File: src/rtl/lm_pkg.sv
// Shared types and constants for the local-maximum raster scanner.
package lm_pkg;

  typedef enum logic [2:0] {
    IDLE,
    FILL,
    RUN,
    FLUSH,
    DONE
  } state_t;

  typedef logic [7:0] pix_t;

  // Neighbor slots. The first four precede the center in raster order,
  // so their plateau flags are already known when the center is evaluated.
  localparam int NB_NW    = 0;
  localparam int NB_N     = 1;
  localparam int NB_NE    = 2;
  localparam int NB_W     = 3;
  localparam int NB_E     = 4;
  localparam int NB_SW    = 5;
  localparam int NB_S     = 6;
  localparam int NB_SE    = 7;
  localparam int NB_COUNT = 8;
  localparam int NB_EARLY = 4;

  // Value presented for neighbors that fall outside the frame.
  localparam pix_t PAD_VAL = 8'd0;

endpackage

File: src/rtl/compare_neighbor.sv
// Decides whether a center pixel is a local maximum against its 8 neighbors,
// resolving plateaus through each neighbor's res flag.
module compare_neighbor
  import lm_pkg::*;
(
  input  pix_t                  i_center,
  input  pix_t [NB_COUNT-1:0]   i_nbr,
  input  logic [NB_COUNT-1:0]   i_res,
  output logic                  o_max
);

  logic w_any_gt;
  logic w_tie_blocked;

  // Scan all neighbors: any larger one, or an equal one that is not itself resolved, vetoes the center.
  always_comb begin
    // NOTE: every variable gets a default before the loop so no path leaves it unassigned (no latch).
    w_any_gt      = 1'b0;
    w_tie_blocked = 1'b0;
    for (int i = 0; i < NB_COUNT; i++) begin
      if (i_nbr[i] > i_center) w_any_gt = 1'b1;
      if ((i_nbr[i] == i_center) && !i_res[i]) w_tie_blocked = 1'b1;
    end
  end

  assign o_max = !w_any_gt && !w_tie_blocked;

endmodule

File: src/rtl/lm_window_buf.sv
// Sliding 3x3 window: pixel line storage, stored result flags of the earlier
// neighbors, and the out-of-frame padding muxes.
module lm_window_buf
  import lm_pkg::*;
#(
  parameter int IMG_W = 8
) (
  input  logic                 clk,
  input  logic                 rst,
  input  logic                 i_pix_shift,
  input  pix_t                 i_pix,
  input  logic                 i_res_shift,
  input  logic                 i_res,
  input  logic                 i_top,
  input  logic                 i_bot,
  input  logic                 i_left,
  input  logic                 i_right,
  output pix_t                 o_center,
  output pix_t [NB_COUNT-1:0]  o_nbr,
  output logic [NB_EARLY-1:0]  o_res_early
);

  // Entry j holds the pixel accepted j+1 shifts ago; with the incoming pixel
  // this spans NW (2*IMG_W+2 back) through SE (the incoming pixel itself).
  localparam int PIX_D = 2*IMG_W + 2;
  localparam int RES_D = IMG_W + 1;

  pix_t               r_pix [PIX_D];
  logic [RES_D-1:0]   r_res;
  pix_t [NB_COUNT-1:0] w_raw;
  logic [NB_COUNT-1:0] w_out;

  // Shift pixels and result flags one raster position per accepted/evaluated slot.
  always_ff @(posedge clk) begin
    if (rst) begin
      // NOTE: the line store is small and cleared on reset so a fresh frame never sees stale data.
      for (int j = 0; j < PIX_D; j++) r_pix[j] <= PAD_VAL;
      r_res <= '0;
    end else begin
      // NOTE: non-blocking assignments let every stage read its neighbor's old value, forming a shift chain.
      if (i_pix_shift) begin
        r_pix[0] <= i_pix;
        for (int j = 1; j < PIX_D; j++) r_pix[j] <= r_pix[j-1];
      end
      if (i_res_shift) r_res <= {r_res[RES_D-2:0], i_res};
    end
  end

  // Tap the window out of the line store and replace out-of-frame neighbors with padding.
  always_comb begin
    w_raw        = '0;
    w_out        = '0;
    o_nbr        = '0;
    o_res_early  = '0;

    w_raw[NB_NW] = r_pix[2*IMG_W+1];
    w_raw[NB_N]  = r_pix[2*IMG_W];
    w_raw[NB_NE] = r_pix[2*IMG_W-1];
    w_raw[NB_W]  = r_pix[IMG_W+1];
    w_raw[NB_E]  = r_pix[IMG_W-1];
    w_raw[NB_SW] = r_pix[1];
    w_raw[NB_S]  = r_pix[0];
    w_raw[NB_SE] = i_pix;

    // Column gating keeps the window from wrapping across row boundaries.
    w_out[NB_NW] = i_top | i_left;
    w_out[NB_N]  = i_top;
    w_out[NB_NE] = i_top | i_right;
    w_out[NB_W]  = i_left;
    w_out[NB_E]  = i_right;
    w_out[NB_SW] = i_bot | i_left;
    w_out[NB_S]  = i_bot;
    w_out[NB_SE] = i_bot | i_right;

    for (int i = 0; i < NB_COUNT; i++) o_nbr[i] = w_out[i] ? PAD_VAL : w_raw[i];

    o_res_early[NB_NW] = w_out[NB_NW] | r_res[IMG_W];
    o_res_early[NB_N]  = w_out[NB_N]  | r_res[IMG_W-1];
    o_res_early[NB_NE] = w_out[NB_NE] | r_res[IMG_W-2];
    o_res_early[NB_W]  = w_out[NB_W]  | r_res[0];
  end

  assign o_center = r_pix[IMG_W];

endmodule

File: src/rtl/local_max_scan_ctrl.sv
// Raster-scan sequencer: streams a frame in, evaluates each pixel as a local
// maximum once its full window is available, and streams tagged flags out.
module local_max_scan_ctrl
  import lm_pkg::*;
#(
  parameter  int IMG_W = 8,
  parameter  int IMG_H = 8,
  localparam int RW    = $clog2(IMG_H),
  localparam int CW    = $clog2(IMG_W)
) (
  input  logic          clk,
  input  logic          rst,
  input  logic          start,
  input  logic [7:0]    pix_in,
  input  logic          pix_valid,
  output logic          pix_ready,
  output logic          max_flag,
  output logic [RW-1:0] max_row,
  output logic [CW-1:0] max_col,
  output logic          max_valid,
  input  logic          max_ready,
  output logic          busy,
  output logic          done
);

  localparam int N_PIX = IMG_W * IMG_H;
  localparam int LAG   = IMG_W + 1;
  localparam int IW    = $clog2(N_PIX);

  localparam logic [IW-1:0] IDX_FILL_END = IW'(LAG - 1);
  localparam logic [IW-1:0] IDX_LAST     = IW'(N_PIX - 1);
  localparam logic [RW-1:0] ROW_LAST     = RW'(IMG_H - 1);
  localparam logic [CW-1:0] COL_LAST     = CW'(IMG_W - 1);

  state_t              r_state;
  state_t              w_next_state;
  logic [IW-1:0]       r_in_idx;
  logic [RW-1:0]       r_out_row;
  logic [CW-1:0]       r_out_col;
  logic                r_last_issued;
  logic                r_max_valid;
  logic                r_max_flag;
  logic [RW-1:0]       r_max_row;
  logic [CW-1:0]       r_max_col;

  logic                w_slot_free;
  logic                w_pix_acc;
  logic                w_eval;
  logic                w_last_center;
  logic                w_is_max;
  pix_t                w_center;
  pix_t [NB_COUNT-1:0] w_nbr;
  logic [NB_EARLY-1:0] w_res_early;

  assign w_slot_free   = !r_max_valid || max_ready;
  assign w_pix_acc     = pix_valid && pix_ready;
  // RUN evaluates on every accepted pixel; FLUSH on every free output slot until the last center.
  assign w_eval        = ((r_state == RUN) && w_pix_acc) ||
                         ((r_state == FLUSH) && w_slot_free && !r_last_issued);
  assign w_last_center = (r_out_row == ROW_LAST) && (r_out_col == COL_LAST);

  // State register.
  always_ff @(posedge clk) begin
    if (rst) r_state <= IDLE;
    else     r_state <= w_next_state;
  end

  // Next-state logic.
  always_comb begin
    w_next_state = r_state;
    case (r_state)
      IDLE:  if (start) w_next_state = FILL;
      FILL:  if (w_pix_acc && (r_in_idx == IDX_FILL_END)) w_next_state = RUN;
      RUN:   if (w_pix_acc && (r_in_idx == IDX_LAST)) w_next_state = FLUSH;
      FLUSH: if (r_last_issued && r_max_valid && max_ready) w_next_state = DONE;
      DONE:  w_next_state = IDLE;
      default: w_next_state = IDLE;
    endcase
  end

  // Moore outputs and input-side handshake.
  always_comb begin
    busy      = (r_state == FILL) || (r_state == RUN) || (r_state == FLUSH);
    done      = (r_state == DONE);
    pix_ready = ((r_state == FILL) || (r_state == RUN)) && w_slot_free;
  end

  // Input index and output center coordinates.
  always_ff @(posedge clk) begin
    if (rst) begin
      r_in_idx      <= '0;
      r_out_row     <= '0;
      r_out_col     <= '0;
      r_last_issued <= 1'b0;
    end else if ((r_state == IDLE) && start) begin
      r_in_idx      <= '0;
      r_out_row     <= '0;
      r_out_col     <= '0;
      r_last_issued <= 1'b0;
    end else begin
      if (w_pix_acc) r_in_idx <= r_in_idx + 1'b1;
      if (w_eval) begin
        if (r_out_col == COL_LAST) begin
          r_out_col <= '0;
          r_out_row <= r_out_row + 1'b1;
        end else begin
          r_out_col <= r_out_col + 1'b1;
        end
        if (w_last_center) r_last_issued <= 1'b1;
      end
    end
  end

  // Result register: a new evaluation loads even while the previous result is being taken.
  always_ff @(posedge clk) begin
    if (rst) begin
      r_max_valid <= 1'b0;
      r_max_flag  <= 1'b0;
      r_max_row   <= '0;
      r_max_col   <= '0;
    end else if (w_eval) begin
      r_max_valid <= 1'b1;
      r_max_flag  <= w_is_max;
      r_max_row   <= r_out_row;
      r_max_col   <= r_out_col;
    end else if (max_ready) begin
      r_max_valid <= 1'b0;
    end
  end

  assign max_valid = r_max_valid;
  assign max_flag  = r_max_flag;
  assign max_row   = r_max_row;
  assign max_col   = r_max_col;

  lm_window_buf #(
    .IMG_W (IMG_W)
  ) u_window (
    .clk         (clk),
    .rst         (rst),
    .i_pix_shift (w_pix_acc || w_eval),
    .i_pix       (w_pix_acc ? pix_in : PAD_VAL),
    .i_res_shift (w_eval),
    .i_res       (w_is_max),
    .i_top       (r_out_row == '0),
    .i_bot       (r_out_row == ROW_LAST),
    .i_left      (r_out_col == '0),
    .i_right     (r_out_col == COL_LAST),
    .o_center    (w_center),
    .o_nbr       (w_nbr),
    .o_res_early (w_res_early)
  );

  // Later-raster neighbors are always treated as resolved.
  compare_neighbor u_cmp (
    .i_center (w_center),
    .i_nbr    (w_nbr),
    .i_res    ({4'b1111, w_res_early}),
    .o_max    (w_is_max)
  );

endmodule

File: config.mk
export PLATFORM = sky130hd
export DESIGN_NAME = local_max_scan_ctrl
export DESIGN_NICKNAME = d
export VERILOG_FILES = /design/src/rtl/lm_pkg.sv /design/src/rtl/compare_neighbor.sv /design/src/rtl/lm_window_buf.sv /design/src/rtl/local_max_scan_ctrl.sv
export SDC_FILE = /design/constraint.sdc
export NUM_CORES = 1
export LEC_CHECK = 0
export BUFFER_PORTS_ARGS = -buffer_cell sky130_fd_sc_hd__buf_2
export CORE_ASPECT_RATIO = 0.8
export CORE_MARGIN = 1
export CORE_UTILIZATION = 35
export CTS_BUF_LIST = sky130_fd_sc_hd__clkbuf_4
export CTS_CLUSTER_DIAMETER = 80
export CTS_CLUSTER_SIZE = 14
export DETAILED_ROUTE_END_ITERATION = 10
export SKIP_CTS_REPAIR_TIMING = 1
export SLEW_MARGIN = 10
export SYNTH_ARGS = -nofsm -noshare
export SYNTH_HDL_FRONTEND = slang
export SYNTH_SLANG_ARGS = --single-unit
export TNS_END_PERCENT = 1
File: constraint.sdc
create_clock -name clk -period 13.2 [get_ports clk]
set_clock_uncertainty 0.15 [all_clocks]
set_input_delay 1.32 -clock clk [delete_from_list [all_inputs] [get_ports clk]]
set_output_delay 1.32 -clock clk [all_outputs]
set_load 0.05 [all_outputs]
==> After elaboration in Yosys (flattened, before gate mapping) <==
Memory sizes are Yosys's and may differ from the RTL's.
Index checks and enable logic that the tools add are counted.
{ "totals": {"register_bits": 33, "ram_bits": 144, "in_bits": 13, "word_cells": 153, "n_memories": 1} }
{ "mem_list": {"columns": ["memory", "depth", "word_bits", "rd", "rd_ports_with_merged_regs", "write_ports", "line_no", "text"], "rows": [
  ["u_window.r_pix", 18, 8, 18, 0, 18, "lm_window_buf.sv:28", "pix_t r_pix [PIX_D];"]
]} }
{ "op_classes": {"n_addsub": 3, "n_lt_le_gt_ge": 8, "eq_ne": 16, "muxes": 52, "bitwise_logic": 26, "n_reduce_logical": 37} }
{ "ops": {"columns": ["op", "count"], "rows": [
  ["2-to-1 mux 8 bit", 27],
  ["greater-than comparator 8 bit", 8],
  ["equality test 8 bit", 4],
  ["bitwise OR 1 bit", 26],
  ["2-to-1 mux 1 bit", 19],
  ["logical AND 1 bit", 16],
  ["2-to-1 mux 3 bit", 5],
  ["one-hot mux 3 bit (4 select lines)", 1],
  ["equality test 3 bit, second input constant", 3],
  ["zero test 3 bit", 3],
  ["zero test 1 bit", 8],
  ["!= test 2 bit, second input constant", 4],
  ["adder 3 x 1 -> 3 bit, second input constant", 2],
  ["adder 6 x 1 -> 6 bit, second input constant", 1],
  ["equality test 3 x 2 -> 1 bit, second input constant", 2],
  ["equality test 6 x 4 -> 1 bit, second input constant", 1],
  ["equality test 6 bit, second input constant", 1],
  ["logical OR 1 bit", 5],
  ["AND reduction 2 bit", 2],
  ["AND reduction 4 bit", 1],
  ["equality test 3 x 1 -> 1 bit, second input constant", 1],
  ["nonzero test 2 bit", 1],
  ["OR reduction 2 bit", 1]
]} }

==> Longest topological paths before layout <==
{ "logic_depth": {"ltp_word": 14, "mapped_depth": 13} }

==> By module <==
Synthesis repeated with hierarchy kept, for this count alone.
{ "unflattened": {"hier_cells": 741, "area_unflattened_um2": 9014.9} }
{ "by_module_without_submodules": {"columns": ["mod", "n_inst", "cells_per_inst", "area_per_inst_um2", "seq_area_each_um2"], "rows": [
  ["lm_window_buf", 1, 410, 6274.8, 4504.3],
  ["compare_neighbor", 1, 181, 1483.9, 0.0],
  ["local_max_scan_ctrl", 1, 150, 1256.2, 480.5]
]} }

==> Worst setup path after synthesis <==
OpenSTA, ideal clock, no wires.
{ "synth_timing": {"kind": "input-to-reg", "start": "in pix_valid", "end": "mem u_window.r_pix[0][0] (netlist bit), enable pin", "setup_ns": 0.502, "arrival_time_ns": 4.589, "required_ns": 12.548, "path_slack_ns": 7.959, "stages": 5, "path_cell_list": "inv_1 mux2i_1 nand2_1 o21ai_0 a21o_1"} }
{ "synth_lines": {"columns": ["element", "line_no", "text"], "rows": [
  ["start: declaration", "local_max_scan_ctrl.sv:15", "input logic pix_valid,"],
  ["end: declaration", "lm_window_buf.sv:28", null]
]} }

==> Final worst setup path <==
{ "layout_timing": {"start": "in max_ready", "end": "out pix_ready"} }
{ "layout_via": {"elab_chain_cells": 2} }
{ "layout_rtl": {"columns": ["element", "line_no", "text"], "rows": [
  ["start: declaration", "local_max_scan_ctrl.sv:21", "input logic max_ready,"],
  ["logical OR 1 bit", "local_max_scan_ctrl.sv:55", "assign w_slot_free = !r_max_valid || max_ready;"],
  ["logical AND 1 bit", "local_max_scan_ctrl.sv:85", "pix_ready = ((r_state == FILL) || (r_state == RUN)) && w_slot_free;"],
  ["end: declaration", "local_max_scan_ctrl.sv:16", "output logic pix_ready,"]
]} }
No other way between the ends.

==> results.md <==
- Number of design-rule violations left by the first detailed-router iteration: 345
- Final cell count without fillers: 1083
- Critical path data arrival time: 2.08 ns
- DRT Pass-1 Iters: 5
- Area Growth Syn to Fin: 7.92%
- Number of antenna violations at the first check in global routing: 0
- Die height: 143 um
- Endpoints failing hold: 0
- Detailed placer's ending HPWL: 10.1 mm
- Maximum clock frequency: about 280 MHz
- Total number of yosys warnings: 0
- # port buffers: 23
- Critical path capture point type: primary output
- Gate count of the mapped netlist: 736
- Top post-synthesis cells by count: sky130_fd_sc_hd__and2_1, sky130_fd_sc_hd__edfxtp_1, sky130_fd_sc_hd__ha_1
- Unrepaired setup endpoints after global routing: false
- Worst-path cell with the longest stage delay: sky130_fd_sc_hd__nor2b_1
- Routed wire length: 15.7 mm
- Number of sinks driven by the clock tree: 176
- Floorplan row count: 51
- Global-route total usage across every layer: approximately an eighth
- Floorplan core area: 24300 um2
- Post-CTS clock slew at the launch and capture registers of the worst setup and hold paths: 0.14 ns
- Global placer's final weighted congestion: 0.778
- Power Dens Cells: 110 nW/um2
- Global-route wire length before repair: about 26 mm
- Initial core utilization: 35.6%
- Mean number of vias per cell: 4.71
- Sequential element share of the synthesized area: 57.4%
- Placed Cells: 1051
- CP dominant cell by count: sky130_fd_sc_hd__buf_2
- Remaining number of nets flagged by the antenna check after routing: 0
- Crit path max fanout: 3
- Most frequently used cell type in the post-synthesis netlist: sky130_fd_sc_hd__and2_1
- Worst VDD drop: 0.0499 mV
- Share of the clock period used by the worst path: 26.9%
- Post-synthesis cell type with the largest combined area: sky130_fd_sc_hd__edfxtp_1
- Clock insertion delay at the later pin of the skew report: between 0.5 and 0.6 ns
- Final layout net count: 837
- TritonCTS clock tree: done
- Number of setup violations in the final report: 0
- Buffer type at the clock tree root: sky130_fd_sc_hd__clkbuf_4
- Leakage power: around 3.6 nW
- Worst-path cell chain: buf_2, nor2b_1, nor3_2, buf_2
- DIE AREA: 25300 um2
- Mean instance size in the synthesized netlist: 11.7 um2
- Post-synth ARST share: 0%
- Vias in the first global route: around 4900
- Width of the die: between 150 and 200 um
- Utilization after layout: 38.4%
- Worst-margin pin slew: approximately 1.1 ns
- Share of final-layout standard cells stronger than drive strength 1: 8.76%
- Biggest area contributors in the synthesized netlist: sky130_fd_sc_hd__edfxtp_1, sky130_fd_sc_hd__and2_1, sky130_fd_sc_hd__ha_1
- Outcome: complete, no violations
- Largest net degree at the start of global routing: 137
- Class of the tightest hold or removal check: register to register
- TritonCTS buffer count: 17
- Nets in the synthesized netlist: around 800
- Most frequently used flop master after synthesis: sky130_fd_sc_hd__edfxtp_1
- Routed wire length per instance: 14.5 um
- Startpoint types: input port
- Biggest cell delay along the critical path: 0.33 ns
- Max-slew violation count: 0
- Num ports: 24
- Number of H-tree levels: 4
- Fin Setup TNS: 0 ns
- Type of the worst setup path: input port to primary output
- Area share of the largest cell type after synthesis: 50.0%
- Count of max-cap constraint violations: 0
- Required time of the critical path: ~12 ns
- Count of unresolved DRC violations after routing: 0
- Crit path buffers/inverters: 2
- Area of the mapped netlist: 8640 um2
- Seq cells post-synth: 176
- Filler Cells Inserted: 2312
- Worst max-slew margin expressed relative to the limit: 25.0%
- Antenna Cells: 0
- Tmin final: 3.55 ns
- Cell variety after synth: 47
- Remaining global-route overflow: 0
- Maximum clock insertion buffer count: 2
- Top cell family by delay on the critical path: simple AND/OR/NAND/NOR gates
- Count of flip-flops with a built-in enable after synthesis: around 140
- DR vias: 5103
==> report_power, final <==
group | total, W | switching (W) | internal (W)
Clock | 0.000302 | 0.000203 | 0.0000995
Sequential | 0.000643 | 0.0000113 | 0.000632
Combinational | 0.0000784 | 0.0000513 | 0.0000270
Total | 0.00102 | 0.000265 | 0.000759
==> layout make-up <==
class	count	area (um2)	share of cell area [%]
clock buffers	17	128	1.37
clock inverters	15	145	1.56
repair buffers	25	130	1.39
well taps	318	398	4.27
flip-flops and latches	176	4960	53.2
inverters	16	60.1	0.644
multi-input cells	516	3500	37.6
==> worst register-to-register path, cell delays in order (launching register included) <==
cell	delay (ns)
sky130_fd_sc_hd__dfxtp_1	0.43
sky130_fd_sc_hd__inv_1	0.07
sky130_fd_sc_hd__ha_1	0.19
sky130_fd_sc_hd__nand2b_1	0.46
sky130_fd_sc_hd__nor2b_1	0.49
sky130_fd_sc_hd__and2_1	0.20
sky130_fd_sc_hd__ha_1	0.23
sky130_fd_sc_hd__a211oi_1	0.24
sky130_fd_sc_hd__nor2_1	0.07
sky130_fd_sc_hd__o22ai_1	0.19
sky130_fd_sc_hd__nand2_1	0.09
sky130_fd_sc_hd__or3_1	0.32
sky130_fd_sc_hd__o31ai_1	0.18
==> kinds of logic after synthesis <==
group	count (synthesis)	share of synthesized area, %
flops	176	57.4
fa+ha+maj	72	10.4
buf+inv	44	2.19
compound gates	84	5.56
xor+xnor	7	0.796
mux	1	0.116
simple gates	352	23.5
==> per-layer routing <==
layer	GRT usage, %	share of wire [%]	vias to the layer above
li1	-	-	2622
met1	19.6	53	2430
met2	18.9	42	46
met3	3.34	3.6	5
met4	3.91	0.54	0
met5	0	0	-
==> layout by cell type, fill, tap and decap left out, types with 17 or more instances in the layout <==
cell type                  netlist  final
sky130_fd_sc_hd__a21oi_1        44     44
sky130_fd_sc_hd__and2_1        181    181
sky130_fd_sc_hd__buf_2           3     23
sky130_fd_sc_hd__clkbuf_4        0     17
sky130_fd_sc_hd__dfxtp_1        32     32
sky130_fd_sc_hd__edfxtp_1      144    144
sky130_fd_sc_hd__ha_1           72     72
sky130_fd_sc_hd__nand2_1        57     57
sky130_fd_sc_hd__nor2_1         21     21
sky130_fd_sc_hd__nor2b_1        27     27
==> path summary, 6_finish.rpt <==
check	startpoint	cells past startpoint	slack [ns]	to
min reg2reg	u_window.r_res[5]$_SDFFE_PP0P_	2	0.31	u_window.r_res[6]$_SDFFE_PP0P_
max	max_ready	4	9.65	pix_ready
max reg2reg	r_out_col[0]$_SDFFE_PP0P_	12	9.83	u_window.r_res[0]$_SDFFE_PP0P_
min	u_window.r_res[5]$_SDFFE_PP0P_	2	0.31	u_window.r_res[6]$_SDFFE_PP0P_
==> state kept, by name, summed over array words and instances, names as in the netlist <==
signal / flops
max_col: 3
max_row: 3
max_valid: 1
r_in_idx: 6
r_last_issued: 1
r_out_col: 3
r_out_row: 3
r_state: 3
u_window.r_pix: 144
u_window.r_res: 9
==> metrics by stage <==
step	hold slack, ns	area (um2)	power (W)	setup WS (ns)
6_report	0.315	9330	0.00102	9.65
5_1_grt	0.339	9330	0.00107	9.47
4_1_cts	0.316	9330	0.00104	9.66
3_5_place_dp	0.297	9060	0.000736	9.06
3_3_place_gp	0.293	9060	0.000734	9.09
2_1_floorplan	0.281	8640	0.000712	7.96
No activity file was read; power rests on OpenSTA's default activity.
